--- config.mk ---
export PLATFORM = sky130hd
export DESIGN_NAME = uart_echo_initiator
export DESIGN_NICKNAME = d
export VERILOG_FILES = /design/src/rtl/uart_echo_initiator_pkg.sv /design/src/rtl/uart_echo_initiator_lfsr8.sv /design/src/rtl/uart_echo_initiator.sv
export SDC_FILE = /design/constraint.sdc
export NUM_CORES = 1
export LEC_CHECK = 0
export CAP_MARGIN = 25
export CORE_ASPECT_RATIO = 1.4
export CORE_UTILIZATION = 58
export CTS_CLUSTER_SIZE = 30
export DETAILED_ROUTE_END_ITERATION = 16
export GPL_ROUTABILITY_DRIVEN = 0
export PLACE_DENSITY = 0.85
export SYNTH_ARGS = -nofsm -noshare
export SYNTH_HDL_FRONTEND = slang
export SYNTH_HIERARCHICAL = 1
export SYNTH_SLANG_ARGS = --single-unit
--- constraint.sdc ---
create_clock -name i_CLK -period 5.6 [get_ports i_CLK]
set_input_delay 1.12 -clock i_CLK [delete_from_list [all_inputs] [get_ports i_CLK]]
set_output_delay 1.12 -clock i_CLK [all_outputs]
set_load 0.03 [all_outputs]
--- src/rtl/uart_echo_initiator_pkg.sv ---
// Shared types and constants for the UART echo initiator: FSM state encoding,
// LFSR tap mask, seed-zero substitute and small arithmetic helpers.
package uart_echo_initiator_pkg;

  // Run sequencing states (3-bit encoding).
  typedef enum logic [2:0] {
    ST_IDLE      = 3'd0,
    ST_GAP       = 3'd1,
    ST_SEND      = 3'd2,
    ST_WAIT_ECHO = 3'd3,
    ST_CHECK     = 3'd4,
    ST_DONE      = 3'd5
  } state_t;

  // Feedback taps at bits 7, 5, 4, 3.
  localparam logic [7:0] LFSR_TAPS = 8'hB8;

  // An all-zero seed would lock the LFSR, so it is replaced by this value.
  localparam logic [7:0] SEED_ZERO_SUB = 8'h01;

  // Shift left, feeding the XOR of the tapped bits into bit 0.
  function automatic logic [7:0] lfsr_next(input logic [7:0] cur);
    return {cur[6:0], ^(cur & LFSR_TAPS)};
  endfunction

  // Increment that sticks at 255.
  function automatic logic [7:0] sat_inc8(input logic [7:0] v);
    return (v == 8'hFF) ? v : v + 8'd1;
  endfunction

endpackage

--- src/rtl/uart_echo_initiator_lfsr8.sv ---
// 8-bit Fibonacci LFSR pattern generator for the UART echo initiator.
// load takes priority over advance; a zero seed is substituted with 8'h01.
module uart_echo_initiator_lfsr8
  import uart_echo_initiator_pkg::*;
(
  input  logic       clk,
  input  logic       rst_n,
  input  logic       load,
  input  logic [7:0] seed,
  input  logic       advance,
  output logic [7:0] q
);

  logic [7:0] q_d;
  logic [7:0] q_q;

  // Next-value selection: hold, reload from seed, or step the sequence.
  always_comb begin
    // NOTE: default assignment first so every path drives q_d and no latch is inferred.
    q_d = q_q;
    if (load) begin
      q_d = (seed == 8'h00) ? SEED_ZERO_SUB : seed;
    end else if (advance) begin
      q_d = lfsr_next(q_q);
    end
  end

  // Pattern register, cleared to zero on reset.
  always_ff @(posedge clk or negedge rst_n) begin
    // NOTE: non-blocking assignments for flops so all registers update together at the edge.
    if (!rst_n) begin
      q_q <= 8'h00;
    end else begin
      q_q <= q_d;
    end
  end

  assign q = q_q;

endmodule

--- src/rtl/uart_echo_initiator.sv ---
// UART echo initiator: sends a pseudo-random byte sequence through a UART_TX
// style strobe, waits for each byte to return on the UART_RX handshake,
// compares it and reports pass/fail plus a saturating error count.
// Optional feature: define UART_ECHO_TIMEOUT_EN to add a per-byte echo
// timeout; without it WAIT_ECHO waits indefinitely and o_TIMEOUT is 0.
module uart_echo_initiator
  import uart_echo_initiator_pkg::*;
#(
  parameter int unsigned NUM_BYTES    = 16,
  parameter int unsigned GAP_CLKS     = 1000,
  parameter int unsigned TIMEOUT_CLKS = 10000
) (
  input  logic       i_CLK,
  input  logic       i_RESET_N,
  input  logic       i_START,
  input  logic [7:0] i_SEED,
  output logic       o_tx_DATA_READY,
  output logic [7:0] o_tx_DATA,
  input  logic [7:0] i_RX_DATA,
  input  logic       i_RX_DATA_READY,
  output logic       o_BUSY,
  output logic       o_DONE,
  output logic       o_PASS,
  output logic [7:0] o_ERR_CNT,
  output logic       o_TIMEOUT
);

  // Reject parameter values the counters cannot represent.
  if (NUM_BYTES < 1 || NUM_BYTES > 255 || GAP_CLKS < 1 ||
      TIMEOUT_CLKS < 1 || TIMEOUT_CLKS > 65536) begin : g_bad_params
    $error("uart_echo_initiator: parameter out of range");
  end

  localparam int unsigned GAP_W = (GAP_CLKS > 1) ? $clog2(GAP_CLKS) : 1;
  localparam logic [GAP_W-1:0] GAP_LAST  = GAP_W'(GAP_CLKS - 1);
  localparam logic [7:0]       BYTE_LAST = 8'(NUM_BYTES - 1);

  state_t           state_q, state_d;
  logic [GAP_W-1:0] gap_cnt_q, gap_cnt_d;
  logic             send_cnt_q, send_cnt_d;
  logic [7:0]       byte_cnt_q, byte_cnt_d;
  logic [7:0]       rx_byte_q, rx_byte_d;
  logic [7:0]       err_cnt_q, err_cnt_d;
  logic             pass_q, pass_d;
  logic             rx_ready_q;
  logic             rx_rise;
  logic             compare_en;
  logic             lfsr_load;
  logic             lfsr_advance;
  logic [7:0]       lfsr_q;

`ifdef UART_ECHO_TIMEOUT_EN
  localparam logic [15:0] TIMEOUT_LAST = 16'(TIMEOUT_CLKS - 1);
  logic [15:0] to_cnt_q, to_cnt_d;
  logic        byte_to_q, byte_to_d;
  logic        timeout_q, timeout_d;

  // A byte that timed out has no echo to compare against.
  assign compare_en = ~byte_to_q;
  assign o_TIMEOUT  = timeout_q;
`else
  assign compare_en = 1'b1;
  assign o_TIMEOUT  = 1'b0;
`endif

  // Only a fresh low-to-high transition counts as an echo event.
  assign rx_rise = i_RX_DATA_READY & ~rx_ready_q;

  uart_echo_initiator_lfsr8 u_lfsr (
    .clk     (i_CLK),
    .rst_n   (i_RESET_N),
    .load    (lfsr_load),
    .seed    (i_SEED),
    .advance (lfsr_advance),
    .q       (lfsr_q)
  );

  // Next-state and datapath update for the run sequencer.
  always_comb begin
    state_d      = state_q;
    gap_cnt_d    = gap_cnt_q;
    send_cnt_d   = send_cnt_q;
    byte_cnt_d   = byte_cnt_q;
    rx_byte_d    = rx_byte_q;
    err_cnt_d    = err_cnt_q;
    pass_d       = pass_q;
    lfsr_load    = 1'b0;
    lfsr_advance = 1'b0;
`ifdef UART_ECHO_TIMEOUT_EN
    to_cnt_d     = to_cnt_q;
    byte_to_d    = byte_to_q;
    timeout_d    = timeout_q;
`endif

    unique case (state_q)
      ST_IDLE: begin
        if (i_START) begin
          lfsr_load  = 1'b1;
          err_cnt_d  = 8'h00;
          pass_d     = 1'b0;
          byte_cnt_d = 8'h00;
          gap_cnt_d  = '0;
`ifdef UART_ECHO_TIMEOUT_EN
          timeout_d  = 1'b0;
`endif
          state_d    = ST_GAP;
        end
      end

      ST_GAP: begin
        if (gap_cnt_q == GAP_LAST) begin
          gap_cnt_d  = '0;
          send_cnt_d = 1'b0;
          state_d    = ST_SEND;
        end else begin
          gap_cnt_d = gap_cnt_q + 1'b1;
        end
      end

      // Strobe is held for two clocks: send_cnt marks the second one.
      ST_SEND: begin
        if (send_cnt_q) begin
          state_d = ST_WAIT_ECHO;
`ifdef UART_ECHO_TIMEOUT_EN
          to_cnt_d  = 16'h0000;
          byte_to_d = 1'b0;
`endif
        end else begin
          send_cnt_d = 1'b1;
        end
      end

      // An echo edge in the expiry clock takes priority over the timeout.
      ST_WAIT_ECHO: begin
        if (rx_rise) begin
          rx_byte_d = i_RX_DATA;
          state_d   = ST_CHECK;
        end
`ifdef UART_ECHO_TIMEOUT_EN
        else if (to_cnt_q == TIMEOUT_LAST) begin
          err_cnt_d = sat_inc8(err_cnt_q);
          timeout_d = 1'b1;
          byte_to_d = 1'b1;
          state_d   = ST_CHECK;
        end else begin
          to_cnt_d = to_cnt_q + 16'h0001;
        end
`endif
      end

      ST_CHECK: begin
        if (compare_en && (rx_byte_q != lfsr_q)) begin
          err_cnt_d = sat_inc8(err_cnt_q);
        end
        lfsr_advance = 1'b1;
        if (byte_cnt_q == BYTE_LAST) begin
          pass_d  = (err_cnt_d == 8'h00);
          state_d = ST_DONE;
        end else begin
          byte_cnt_d = byte_cnt_q + 8'h01;
          state_d    = ST_GAP;
        end
      end

      ST_DONE: begin
        state_d = ST_IDLE;
      end

      default: begin
        state_d = ST_IDLE;
      end
    endcase
  end

  // Sequencer state, counters and result registers.
  always_ff @(posedge i_CLK or negedge i_RESET_N) begin
    if (!i_RESET_N) begin
      state_q    <= ST_IDLE;
      gap_cnt_q  <= '0;
      send_cnt_q <= 1'b0;
      byte_cnt_q <= 8'h00;
      rx_byte_q  <= 8'h00;
      err_cnt_q  <= 8'h00;
      pass_q     <= 1'b0;
      rx_ready_q <= 1'b0;
    end else begin
      state_q    <= state_d;
      gap_cnt_q  <= gap_cnt_d;
      send_cnt_q <= send_cnt_d;
      byte_cnt_q <= byte_cnt_d;
      rx_byte_q  <= rx_byte_d;
      err_cnt_q  <= err_cnt_d;
      pass_q     <= pass_d;
      rx_ready_q <= i_RX_DATA_READY;
    end
  end

`ifdef UART_ECHO_TIMEOUT_EN
  // Echo timeout counter and flags.
  always_ff @(posedge i_CLK or negedge i_RESET_N) begin
    if (!i_RESET_N) begin
      to_cnt_q  <= 16'h0000;
      byte_to_q <= 1'b0;
      timeout_q <= 1'b0;
    end else begin
      to_cnt_q  <= to_cnt_d;
      byte_to_q <= byte_to_d;
      timeout_q <= timeout_d;
    end
  end
`endif

  assign o_tx_DATA_READY = (state_q == ST_SEND);
  assign o_tx_DATA       = lfsr_q;
  assign o_BUSY          = (state_q != ST_IDLE);
  assign o_DONE          = (state_q == ST_DONE);
  assign o_PASS          = pass_q;
  assign o_ERR_CNT       = err_cnt_q;

endmodule
# Yosys cells after proc, flatten, opt, wreduce, memory -nomap -nowiden
# Index checks and enable logic that the tools add are counted.
dict set report classes {
  add_sub_neg 3
  shifts 0
  reduce_logical 16
  n_lt_le_gt_ge 0
  muxes 27
  eq_ne 15
  mul 0
  n_div 0
  n_bitwise 2
}
# operator count
set ops {}
lappend ops {{2-to-1 mux 8 bit} 8}
lappend ops {{case mux 8 bit (2 select lines)} 2}
lappend ops {{2-to-1 mux 10 bit} 2}
lappend ops {{case mux 10 bit (2 select lines)} 1}
lappend ops {{adder 8 x 1 -> 8 bit (second input constant)} 2}
lappend ops {{logical NOT 8 bit} 2}
lappend ops {{2-to-1 mux 3 bit} 5}
lappend ops {{case mux 3 bit (5 select lines)} 1}
lappend ops {{adder 10 x 1 -> 10 bit (second input constant)} 1}
lappend ops {{== test 10 bit (second input constant)} 1}
lappend ops {{!= test 2 bit (second input constant)} 5}
lappend ops {{== test 8 x 4 -> 1 bit (second input constant)} 1}
lappend ops {{== test 8 bit (second input constant)} 1}
lappend ops {{!= test 8 bit} 1}
lappend ops {{AND reduction 2 bit} 4}
lappend ops {{nonzero test 2 bit} 4}
lappend ops {{parity 8 bit} 1}
lappend ops {{== test 3 x 2 -> 1 bit (second input constant)} 2}
lappend ops {{== test 3 bit (second input constant)} 2}
lappend ops {{2-to-1 mux 1 bit} 6}
lappend ops {{AND reduction 3 bit} 2}
lappend ops {{case mux 1 bit (2 select lines)} 2}
lappend ops {{AND reduction 4 bit} 1}
lappend ops {{== test 3 x 1 -> 1 bit (second input constant)} 1}
lappend ops {{other kinds (5)} 5}
dict set report word_totals {
  latchBits 0
  ramBits 0
  ff_bits 48
  output_inout_bits 21
  rom_bits 0
  n_memories 0
  wordCells 72
}

# Depth between registers and ports, before layout
# Gate-level depths: netlist of run 1.
dict set report depth {
  ltp_word 7
  ltp_mapped 7
}

# Cells and area by module
# Netlist of run 1, hierarchy kept.
# module cells_each area_each_um2 instances seq_area_each_um2
set by_module_without_submodules {}
lappend by_module_without_submodules {uart_echo_initiator 244 2238.4 1 1001.0}
lappend by_module_without_submodules {uart_echo_initiator_lfsr8 40 402.9 1 200.2}

# Worst setup path before layout of run 1
# Ideal clock, no wire load.
dict set report synth_path {
  path_kind {flip-flop to output port}
  start {register state_q[1]}
  end {output o_tx_DATA_READY}
  stages_incl_launch_ff 4
  path_buffers 1
  path_slack_ns 3.334
  arrival_time_ns 1.146
  required_time_ns 4.480
  cell_sequence {dfrtp_1 clkbuf_1 nand2b_1 nor2_1}
}
dict set report synth_between {
  elab_chain_cells 1
}
# item line
set synth_rtl {}
lappend synth_rtl {{start, declared} uart_echo_initiator.sv:38} ;# state_t state_q, state_d;
lappend synth_rtl {{start signal, assigned} uart_echo_initiator.sv:187} ;# state_q <= state_d;
lappend synth_rtl {{== test 3 x 2 -> 1 bit} uart_echo_initiator.sv:213} ;# assign o_tx_DATA_READY = (state_q == ST_SEND);
lappend synth_rtl {{end, declared} uart_echo_initiator.sv:17} ;# output logic o_tx_DATA_READY,
# Every way passes these cells.

# Worst setup path after layout of run 1
dict set report layout_path {
  start {register state_q[2]}
  end {output o_tx_DATA_READY}
}
# The elaborated chain is that of the path after synthesis.

==> metrics, run 1 <==
Worst setup EP type output pin; final core utilization roughly three quarters; commonest cells after routing, fill and taps aside dfrtp_1, clkdlybuf4s50_1, nand2_1; Final Hold Slack 0.512 ns; Post-DP HPWL about 4200 um; r2r startpoint state_q[0]$_DFFE_PN0P_; Routed Antenna Nets 0; GRT Total Usage 26.8%; Cell Area, Synth 2640 um^2; clk root buf clkbuf_8; DRC 0; RSZ-0062 raised after global routing no; worst slew pin tran 0.982 ns; Max Transition Viols Final 0; status finished clean; Worst Hold End gap_cnt_q[9]$_DFFE_PN0P_; largest net degree at the start of global routing 28; Routed WL per cell 15.5 um; Post-CTS Setup Inserts 0; Clock Latency Late Sink 0.31 ns; Ports between 40 and 50; final wirelength 5910 um; leading cell type in the layout, fill and taps excluded dfrtp_1; setup_tns 0 ns; initial antenna violation count 0; Critical Path Start state_q[2]$_DFFE_PN0P_; synth-to-layout area growth 19.9%; H-tree depth 2; Multi-input gate area 1360 um^2; Final Hold Viols 0; Core ar. between 4000 and 5000 um^2; I/O Buffers 39; required time of the critical path around 4.5 ns; flops & latches, synth 48; GRT overflow 0; vias 2312; skew final roughly 0.014 ns; Pre-antenna DRT Iters 5; type of origin of the critical path register; clock buffer count from CTS 5; Worst VDD drop 0.200 mV; ANT cells 0; DR iter-0 viols 203; Starting Density between 60 and 70%; distinct cell type count after synthesis 51; layout cells sized above 1 6.83%; crit path DAT 1.84 ns; WHS Path Cells 1; clock-pin slew of the registers on the worst-case setup and hold paths 0.10 ns; clock buffer depth 2; die height 81.8 um; Nets about 340; total leakage power 1.28 nW; post-synthesis cell count 284; CP Class reg2out; Syn Nets a little over 300; Max-slew headroom ~34%; Mean Syn Cell Area 9.30 um^2; R2R cell count 6; die area 4830 um^2; Synth top area share approximately 45%; Ys Warns 6; Main synth FF type dfrtp_1; min Tclk post-route 2.96 ns; FF/Latch Area 1200 um^2; Max Fclk 0.337 GHz; num rows 28; clock sinks 48; hold_sp gap_cnt_q[9]$_DFFE_PN0P_; drt via density 6.05; CTS tree yes; die width 59.0 um; Max Cap Violations 0; fillers 315; R2R Setup Slk 2.80 ns; first-pass GRT wire length 9820 um; Async SR Flop Fraction 100%; worst hold path class reg2reg; CP Max Fanout 11; number of synthesized flops with an enable pin 0; post_cts resized 0; Setup-failing EPs final 0; # hold bufs at CTS 0; post-synthesis sequential area ratio 45.5%; RR Endpoint byte_cnt_q[7]$_DFFE_PN0P_; area leader, netlist dfrtp_1; vias in the first global route 2179; top post-synthesis cells by area dfrtp_1, xnor2_1, o21ai_0, nand2_1, mux2_2; Tcrit/Tclk final 52.9%; Power Density 185 nW/um^2
-- worst max-delay path, stage by stage, from the launching register on --
cell	delay [ns]
dfrtp_1	0.49
nand2b_1	0.25
nor2_1	0.11
clkdlybuf4s50_1	0.67
-- layer usage --
layer  global-route usage [%]  up-vias  part of all wire, %
li1                         -     1107                    -
met2                     44.5       83                   51
met1                     34.0     1106                   43
met4                     11.7        0                  2.2
met3                     4.88       16                  3.9
met5                        0        -                    0
-- cells in the mapped netlist (2+ instances only) --
master	instances
dfrtp_1	48
nand2_1	32
o21ai_0	26
nor2_1	23
xnor2_1	15
nand3_1	12
a21oi_1	9
and3_1	9
inv_1	9
mux2_2	8
mux2i_1	7
nand4_1	7
nor3_1	7
a211oi_1	5
a31oi_1	5
clkbuf_1	5
buf_2	4
xor2_1	4
and4_1	3
ha_1	3
nor4_1	3
o31ai_1	3
a21o_1	2
a22o_1	2
a311oi_1	2
nor3b_1	2
o211ai_1	2
o21ai_1	2
o22ai_1	2
o311ai_0	2
-- final cells by class --
| type | count | share of cell area, % |
|---|---|---|
| repair buffers | 40 | 12.8 |
| clock buffers | 5 | 2.17 |
| well taps | 60 | 2.37 |
| flip-flops and latches | 48 | 37.9 |
| multi-input cells | 216 | 42.8 |
| inverters | 10 | 1.18 |
| clock inverters | 3 | 0.750 |
-- state kept, by name, indices dropped and copies added, names as in the netlist, 3 cells and up --
register	count
byte_cnt_q	8
gap_cnt_q	10
o_ERR_CNT	8
rx_byte_q	8
state_q	3
u_lfsr/q	8
-- worst max-delay path by stage --
stage	end	slack (ns)	depth (start not counted)
3_5_place_dp	o_ERR_CNT[0]$_DFFE_PN0P_	2.48	6
5_1_grt	o_tx_DATA_READY	2.52	3
6_report	o_tx_DATA_READY	2.64	3
4_1_cts	o_tx_DATA_READY	2.62	3
3_3_place_gp	o_ERR_CNT[0]$_DFFE_PN0P_	2.56	6
2_1_floorplan	o_tx_DATA_READY	3.33	3
-- metrics by stage --
| step | power, mW | setup WS (ns) | area (um^2) | cells |
|---|---|---|---|---|
| final | 0.585 | 2.64 | 3170 | 382 |
| after global routing | 0.604 | 2.52 | 3170 | 382 |
| after CTS | 0.592 | 2.62 | 3170 | 382 |
| after floorplan | 0.356 | 3.33 | 2640 | 284 |
| after global placement | 0.377 | 2.56 | 3060 | 373 |
| after detailed placement | 0.379 | 2.48 | 3080 | 374 |
-- report_power, final --
group | leakage, nW | internal [mW] | switching, mW
Combinational | 0.631 | 0.0132 | 0.0113
Sequential | 0.612 | 0.347 | 0.000151
Clock | 0.0404 | 0.0885 | 0.125
Total | 1.28 | 0.448 | 0.136
-- cell families after synthesis --
logic type,after synthesis,share of synthesized area [%]
and+or+nand+nor,108,20.6
AOI/OAI and AO/OA,70,16.9
DFF,48,45.5
buffers and inverters,20,3.17
xor gates and xnor gates,19,6.30
muxes,15,6.06
adders and majority gates,3,1.42
other,1,0.142
Power figures use the tool's default switching activity.
==> inputs of run 2 (changes only) <==
--- a/config.mk
+++ b/config.mk
@@ -7,11 +7,11 @@
 export LEC_CHECK = 0
 export CAP_MARGIN = 25
 export CORE_ASPECT_RATIO = 1.4
-export CORE_UTILIZATION = 58
+export CORE_UTILIZATION = 48
 export CTS_CLUSTER_SIZE = 30
 export DETAILED_ROUTE_END_ITERATION = 16
 export GPL_ROUTABILITY_DRIVEN = 0
-export PLACE_DENSITY = 0.85
+export PLACE_DENSITY = 0.75
 export SYNTH_ARGS = -nofsm -noshare
 export SYNTH_HDL_FRONTEND = slang
 export SYNTH_HIERARCHICAL = 1
==> constraint.sdc (replaced) <==
create_clock -name i_CLK -period 2.5 [get_ports i_CLK]
set_input_delay 0.5 -clock i_CLK [delete_from_list [all_inputs] [get_ports i_CLK]]
set_output_delay 0.5 -clock i_CLK [all_outputs]
set_load 0.03 [all_outputs]
==> run 2 against run 1 <==
Clock power increased to 3.6 times the previous value. Cell count increased by 3.4%. Sequential power increased by 120%. First-iteration DRC count decreased by 6.9%. Utilization decreased by 11 points. Setup slack got worse by 2.5 ns. Hold slack got worse by 0.33 ns. Clock skew decreased by 0.0060 ns. Wire length increased by 1.8%.
==> metrics, run 2 (synthesis results as in run 1) <==
clock-pin slew of the registers on the worst-case setup and hold paths 0.09 ns (about the same); Ports 41 (unchanged); dpl cell area 3140 um^2 (+2.0%); Critical Path Start state_q[2]$_DFFE_PN0P_; Worst VDD drop 0.339 mV (+70%); crit path to o_tx_DATA_READY; ANT cells 0 (unchanged); worst hold path class in2async; Final Hold Viols 0 (unchanged); Pre-antenna DRT Iters 5 (unchanged); R2R Setup Slk 0.30 ns (-2.50 ns); CTS tree yes; Power Density 485 nW/um^2 (+160%); commonest cells after routing, fill and taps aside dfrtp_1, clkdlybuf4s50_1, nand2_1; Tcrit/Tclk final 94.8%; fillers 461 (+46%); placed instance count 387 (+3.5%); die area 5810 um^2 (+20%); Max Fclk roughly 0.42 GHz; Routed WL per cell 15.2 um (-1.6%); met3 usage 4.06% (-0.82 points); type of origin of the critical path register; # hold bufs at CTS 0 (unchanged); RSZ-0062 raised after global routing no; drt via density 5.86 (-3.2%); post_cts resized 0 (unchanged); synth-to-layout area growth 24.7%; clock buffer count from CTS 5 (unchanged); initial antenna violation count 0 (unchanged); Max Cap Violations 0 (unchanged); total leakage power 1.36 nW (+5.7%); Clock Latency Late Sink 0.30 ns (about the same); grt peak-use layer met2; DRC 0 (unchanged); min Tclk post-route around 2.4 ns; clk root buf clkbuf_8; met2 Track Usage GR 39.5% (-5.1 points); largest net degree at the start of global routing 27 (-3.6%); Post-CTS Setup Inserts 0 (unchanged); CP Max Fanout 11 (unchanged); Core ar. 5240 um^2 (+22%); GR Layer Usage met1 28.0% (-6.0 points); DR iter-0 viols 189 (-6.9%); crit path DAT 1.87 ns (+0.03 ns); Setup-failing EPs final 0 (unchanged); Post-DP HPWL 4440 um (+4.6%); clock buffer depth 2 (unchanged); clock sinks 48 (unchanged); worst slew pin tran 0.561 ns (-0.421 ns); skew final 0.00813 ns (-0.00602 ns); layout cells sized above 1 8.81% (+2.0 points); RR Endpoint o_PASS$_DFFE_PN0P_; I/O Buffers 39 (unchanged); Reg with most FFs gap_cnt_q; Pwr Total 1.60 mW (+170%); Starting Density 50.4% (-11 points); vias 2313 (+0.043%); required time of the critical path 2.00 ns (-2.48 ns); status finished clean; die width 64.7 um (+9.6%); vias in the first global route 2272 (+4.3%); Largest register FFs 10 (unchanged); final wirelength 6010 um (+1.8%); H-tree depth 2 (unchanged); num rows 31 (+11%); final instance area 3290 um^2 (+4.0%); Worst setup EP type output pin; r2r startpoint o_ERR_CNT[0]$_DFFE_PN0P_; GRT overflow 0 (unchanged); leading cell type in the layout, fill and taps excluded dfrtp_1; CP Class reg2out; first-pass GRT wire length 10500 um (+6.9%); GRT Total Usage 22.6% (-4.2 points); die height 89.8 um (+9.7%); fin cells 395 (+3.4%); setup_tns 0 ns (unchanged); Routed Antenna Nets 0 (unchanged); Max-slew headroom 62.6% (+29 points); Nets 351 (+2.0%); R2R cell count 6 (unchanged); Max Transition Viols Final 0 (unchanged)
## run 2: cell count changes in the layout (fill, tap and decap cells not counted)
cell        delta
buf_4          +7
bufinv_16      +3
clkinvlp_4     -2
clkinv_4       -1
## run 2: how the worst min path moves through the flow
stage | start | to | slack [ns] | cells after the start
2_1_floorplan | i_RESET_N | byte_cnt_q[0]$_DFFE_PN0P_ | 0.20 | 0
3_3_place_gp | gap_cnt_q[9]$_DFFE_PN0P_ | gap_cnt_q[9]$_DFFE_PN0P_ | 0.50 | 1
3_5_place_dp | gap_cnt_q[9]$_DFFE_PN0P_ | gap_cnt_q[9]$_DFFE_PN0P_ | 0.50 | 1
4_1_cts | i_RESET_N | byte_cnt_q[5]$_DFFE_PN0P_ | 0.20 | 1
5_1_grt | i_RESET_N | byte_cnt_q[4]$_DFFE_PN0P_ | 0.20 | 1
6_report | i_RESET_N | u_lfsr/q[4]$_DFFE_PN0P_ | 0.18 | 1
## run 2: through the flow
stage | util (%) | hold WS [ns] | setup WS, ns
global placement | 59.9 | 0.501 | 0.458
finish | 62.9 | 0.182 | 0.129
floorplan | - | 0.204 | 0.336
global route | 62.9 | 0.205 | 0.0131
detailed placement | 59.9 | 0.501 | 0.359
CTS | 62.9 | 0.195 | 0.108
## run 2: per-layer routing
layer	vias up	share of wire (%)
li1	1120	-
met1	1127	43
met2	58	53
met3	8	2.9
met4	0	1.2
met5	-	0
## run 2: power breakdown
group | switching, mW | internal [mW] | total [mW] | leakage, nW
clock | 0.266 | 0.500 | 0.766 | 0.0784
sequential | 0.000208 | 0.776 | 0.777 | 0.612
combinational | 0.0256 | 0.0294 | 0.0550 | 0.666
## run 2: layout make-up
cell class              instances  area (um^2)  share of cell area, %
multi-input cells             216         1360                   41.2
flip-flops and latches         48         1200                   36.5
repair buffers                 47          458                   13.9
clock inverters                 3         90.1                   2.73
well taps                      66         82.6                   2.51
clock buffers                   5         68.8                   2.09
inverters                      10         37.5                   1.14
## run 2: critical path: stages, from the launching register on
cell and delay (ns):
dfrtp_1 0.49, nand2b_1 0.26, nor2_1 0.14, clkdlybuf4s50_1 0.68
